===== src/rtl/alu_byte_sequencer_pkg.sv =====
// Shared types and the ALU function for the byte-serial ALU sequencer.
package alu_byte_sequencer_pkg;

  localparam int unsigned ByteW = 8;
  localparam int unsigned WordW = 32;

  typedef enum logic [1:0] {
    OpAdd = 2'b00,
    OpSub = 2'b01,
    OpAnd = 2'b10,
    OpOr  = 2'b11
  } alu_op_e;

  typedef enum logic [1:0] {
    StLoad = 2'b00,
    StExec = 2'b01,
    StShow = 2'b10
  } seq_state_e;

  // Returns {cout, result}; SUB is A + ~B + 1 so cout = 1 means no borrow.
  function automatic logic [WordW:0] alu_eval(input alu_op_e op, input logic [WordW-1:0] a,
                                              input logic [WordW-1:0] b, input logic cin);
    logic [WordW:0] r;
    r = '0;
    unique case (op)
      OpAdd: r = {1'b0, a} + {1'b0, b} + {{WordW{1'b0}}, cin};
      OpSub: r = {1'b0, a} + {1'b0, ~b} + {{WordW{1'b0}}, 1'b1};
      OpAnd: r = {1'b0, a & b};
      OpOr:  r = {1'b0, a | b};
    endcase
    return r;
  endfunction

endpackage


===== src/rtl/alu_byte_sequencer_debounce.sv =====
// Button conditioner: 2-flop synchroniser, stability counter and rising-edge pulse.
module button_debounce #(
  parameter int unsigned DEBOUNCE_CYCLES = 4
) (
  input  logic clk,
  input  logic rst,
  input  logic raw,
  output logic pulse
);

  localparam int unsigned CntW = (DEBOUNCE_CYCLES > 1) ? $clog2(DEBOUNCE_CYCLES) : 1;

  logic            sync1_q, sync2_q;
  logic            deb_q, deb_prev_q, pulse_q;
  logic [CntW-1:0] cnt_q;

  always_ff @(posedge clk) begin
    if (rst) begin
      sync1_q    <= 1'b0;
      sync2_q    <= 1'b0;
      deb_q      <= 1'b0;
      deb_prev_q <= 1'b0;
      pulse_q    <= 1'b0;
      cnt_q      <= '0;
    end else begin
      sync1_q    <= raw;
      sync2_q    <= sync1_q;
      deb_prev_q <= deb_q;
      pulse_q    <= deb_q & ~deb_prev_q;
      // Any sample that agrees with the current level restarts the stability count.
      if (sync2_q == deb_q) begin
        cnt_q <= '0;
      end else if (cnt_q == CntW'(DEBOUNCE_CYCLES - 1)) begin
        deb_q <= sync2_q;
        cnt_q <= '0;
      end else begin
        cnt_q <= cnt_q + 1'b1;
      end
    end
  end

  assign pulse = pulse_q;

endmodule


===== src/rtl/alu_byte_sequencer.sv =====
// Loads two 32-bit operands a byte per button press, runs one ALU op, shows the result by byte.
module alu_byte_sequencer
  import alu_byte_sequencer_pkg::*;
#(
  parameter int unsigned DEBOUNCE_CYCLES = 4
) (
  input  logic       clk,
  input  logic       rst,
  input  logic [7:0] inp,
  input  logic [1:0] op,
  input  logic       cin,
  input  logic       set,
  input  logic       clear,
  input  logic [1:0] select,
  output logic [7:0] out,
  output logic       cout,
  output logic [2:0] byte_idx,
  output logic       busy,
  output logic       done
);

  seq_state_e       state_q, state_d;
  logic [WordW-1:0] a_q, a_d, b_q, b_d, result_q, result_d;
  logic             cout_q, cout_d;
  logic [2:0]       byte_idx_q, byte_idx_d;
  logic             set_pulse;
  logic [WordW:0]   alu_res;

  button_debounce #(
    .DEBOUNCE_CYCLES(DEBOUNCE_CYCLES)
  ) u_set_debounce (
    .clk  (clk),
    .rst  (rst),
    .raw  (set),
    .pulse(set_pulse)
  );

  assign alu_res = alu_eval(alu_op_e'(op), a_q, b_q, cin);

  always_comb begin
    state_d    = state_q;
    a_d        = a_q;
    b_d        = b_q;
    result_d   = result_q;
    cout_d     = cout_q;
    byte_idx_d = byte_idx_q;
    if (clear) begin
      state_d    = StLoad;
      a_d        = '0;
      b_d        = '0;
      byte_idx_d = '0;
    end else begin
      unique case (state_q)
        StLoad: begin
          if (set_pulse) begin
            if (byte_idx_q[2]) begin
              b_d[{byte_idx_q[1:0], 3'b000} +: ByteW] = inp;
            end else begin
              a_d[{byte_idx_q[1:0], 3'b000} +: ByteW] = inp;
            end
            byte_idx_d = byte_idx_q + 3'd1;
            if (byte_idx_q == 3'd7) begin
              state_d = StExec;
            end
          end
        end
        StExec: begin
          result_d = alu_res[WordW-1:0];
          cout_d   = alu_res[WordW];
          state_d  = StShow;
        end
        StShow: begin
          if (set_pulse) begin
            state_d    = StLoad;
            byte_idx_d = '0;
          end
        end
        default: state_d = StLoad;
      endcase
    end
  end

  always_ff @(posedge clk) begin
    if (rst) begin
      state_q    <= StLoad;
      a_q        <= '0;
      b_q        <= '0;
      result_q   <= '0;
      cout_q     <= 1'b0;
      byte_idx_q <= '0;
    end else begin
      state_q    <= state_d;
      a_q        <= a_d;
      b_q        <= b_d;
      result_q   <= result_d;
      cout_q     <= cout_d;
      byte_idx_q <= byte_idx_d;
    end
  end

  always_comb begin
    out = result_q[{select, 3'b000} +: ByteW];
  end

  assign cout     = cout_q;
  assign byte_idx = byte_idx_q;
  assign busy     = (state_q == StExec);
  assign done     = (state_q == StShow);

endmodule


===== config.mk =====
export PLATFORM = sky130hd
export DESIGN_NAME = alu_byte_sequencer
export DESIGN_NICKNAME = d
export VERILOG_FILES = /design/src/rtl/alu_byte_sequencer_pkg.sv /design/src/rtl/alu_byte_sequencer_debounce.sv /design/src/rtl/alu_byte_sequencer.sv
export SDC_FILE = /design/constraint.sdc
export NUM_CORES = 1
export LEC_CHECK = 0
export ABC_AREA = 1
export CORE_UTILIZATION = 45
export DETAILED_ROUTE_END_ITERATION = 8
export HOLD_SLACK_MARGIN = 0.08
export PLACE_DENSITY = 0.6
export RECOVER_POWER = 100
export SYNTH_ARGS = -nofsm -noshare
export SYNTH_HDL_FRONTEND = slang
export SYNTH_SLANG_ARGS = --single-unit

===== constraint.sdc =====
create_clock -name clk -period 5.5 [get_ports clk]
set_input_delay 1.1 -clock clk [delete_from_list [all_inputs] [get_ports clk]]
set_output_delay 1.1 -clock clk [all_outputs]
set_load 0.01 [all_outputs]

==> metrics <==
area leader, netlist=dfxtp_1; Starting Density=46.43%; Inst Count DP=2,079; Clock Path Buffers=2; gpl congestion=0.9601; later-pin clock latency in the skew report=around 370 ps; worst reg2reg setup slack=2660 ps; # resized after CTS=0; Yosys Warn Count=0; Yosys reg bits=109; Via density=between 5 and 6; period utilisation layout=79.52%; most frequent cells in the layout=nand2_1, inv_1, nor2_1, a21oi_1, o21ai_0; most common cell after layout, fill and taps aside=nand2_1; Die H=roughly 160 µm; Post-synth ARST share=0%; H-tree depth=3; worst vdd ir=126.2 µV; global-route wire length before repair=between 50,000 and 60,000 µm; crit-path max FO=17; ys flop type=dfxtp_1; outcome=finished, violations left; gr ovfl total=0; worst hold stages=2; Startpoint Class=primary input; Fmax=0.2286 GHz; RSZ-0062 raised after global routing=false; IO Pins=31; wire length per cell=17.31 µm; Netlist cell types=45; Clock Skews=15.47 ps; relative slew slack=-6.506%; drt drc=0; Power, Total=between 1.5 and 2 mW; Worst EP required=4400 ps; area share of the largest cell type after synthesis=20.57%; die area=24,190 µm²; Final nets=1,901; number of synthesized flops with an enable pin=0; R2R cell count=15; Area Overhead vs Synth=5.885%; final core occ=between 40% and 50%; DP HPWL=29,330 µm; syn_area_per_cell=5.914 µm²; Worst Hold End=u_set_debounce.sync2_q; Antenna diodes=0; initial antenna violation count=0; Final setup viols=0; sequential area share after synthesis=20.57%; Post-Layout Cell Count=between 2,000 and 2,500; syn_nets=approximately 1,900; CP arrival=3270 ps; Final Max Tran Viols=47; DR vias=approximately 11,000; final wirelength=36,260 µm; Detail Route Antenna Nets=0; share of layout cells above drive strength 1=3.030%; TritonCTS Buffers=9; hold_sp=u_set_debounce.sync1_q; Port Buffers=30; pin count of the biggest net entering global routing=47; worst slew pin tran=1598 ps; cts hold-fix bufs=0; Post-Syn Area=10,610 µm²; core area=22,850 µm²; cells after synthesis=between 1,500 and 2,000; synth top area cells=dfxtp_1, nand2_1, inv_1; failing checks=max-capacitance violations, max-slew violations; DR iter-0 viols=956; Setup Buffers After CTS=0; Crit Reg-Reg Endpoint=result_q[24]; CTS tree=done; Reg-to-Reg Start=b_q[0]; Setup Crit Path Kind=in -> out; CP Capture Type=output pin; hold slack=between 400 and 500 ps; number of global-route vias before repair=9,940; minimum clock period=4374 ps; pwr dens=141.1 nW/µm²; Final Hold Fails=0; Die X=between 150 and 200 µm; Setup TNS=0 ps; CTS Sinks=109; Root Buffer=clkbuf_16; Reg clk slew, reported paths=80 ps; gr usage total=just over 30%; Tightest Hold Check Type=reg -> reg; Leakage=5.539 nW; Core Rows=55; Max Cap Viol=1; DR pass1 iterations=5
==> critical path, stage by stage <==
cell and delay, ps:
dlygate4sd3_1 870, inv_1 350, o21ai_0 250, o22ai_1 90, dlygate4sd3_1 600
==> logic make-up (layout without fill, tap and decap cells) <==
logic type	after synthesis	count (layout)	share of synthesized area (%)
buf+inv	434	422	16.82
xor+xnor	7	7	0.5779
fa+ha+maj	107	107	12.83
flops	109	109	20.57
simple gates	803	803	31.87
compound gates	334	334	17.34
==> worst max-delay path by stage <==
stage / start / end / slack (ps) / cells after the start
6_report: select[0] / out[2] / 1130 / 5
5_1_grt: select[0] / out[3] / 910 / 5
4_1_cts: select[0] / out[0] / 1330 / 5
3_5_place_dp: select[0] / out[0] / 1330 / 5
3_3_place_gp: select[0] / out[0] / 1350 / 5
2_1_floorplan: cin / result_q[24] / 2470 / 15
==> per-stage QoR <==
stage | setup WS, ps | instance area, µm²
after floorplan | 2474 | 10610
after global placement | 1355 | 10950
after detailed placement | 1332 | 10950
after CTS | 1328 | 11250
after global routing | 908.3 | 11230
final | 1126 | 11230
==> sequential cells by signal, indices dropped and copies added (netlist names) <==
| register | flops |
|---|---|
| u_set_debounce.cnt_q | 2 |
| cout | 1 |
| b_q | 32 |
| byte_idx | 3 |
| state_q | 2 |
| u_set_debounce.sync1_q | 1 |
| a_q | 32 |
| u_set_debounce.deb_q | 1 |
| u_set_debounce.sync2_q | 1 |
| u_set_debounce.pulse | 1 |
| result_q | 32 |
| u_set_debounce.deb_prev_q | 1 |
==> where the power goes <==
| part | switching (mW) | internal [mW] | total, mW |
|---|---|---|---|
| combinational | 0.0589 | 0.0282 | 0.0872 |
| clock | 0.374 | 0.334 | 0.708 |
| sequential | 0.000414 | 0.789 | 0.790 |
| total | 0.433 | 1.15 | 1.58 |
==> synth_stat cells (all sizes together), types with 3 or more instances <==
master,n
a211oi,6
a21oi,137
a31oi,5
a41oi,5
and2,3
buf,40
clkbuf,22
clkinv,5
dfxtp,109
fa,3
ha,104
inv,367
nand2,485
nand3,91
nand3b,4
nand4,24
nor2,177
nor3,17
o21a,11
o21ai,119
o21bai,13
o22ai,32
xor2,7
==> routing by layer <==
layer	up-vias	global-route usage [%]	part of all wire (%)
met3	31	6.222	8.4
li1	5562	-	-
met2	389	46.94	42
met5	-	0	0
met4	0	7.423	1.8
met1	4871	43.97	48
==> layout make-up <==
type                    count  area [µm²]
inverters                 372        1396
clock inverters             6       62.56
flip-flops and latches    109        2182
multi-input cells        1251        6635
fillers                  2536       11610
repair buffers             34       326.6
clock buffers              10       239.0
well taps                 313       391.6
Power figures use the tool's default switching activity.
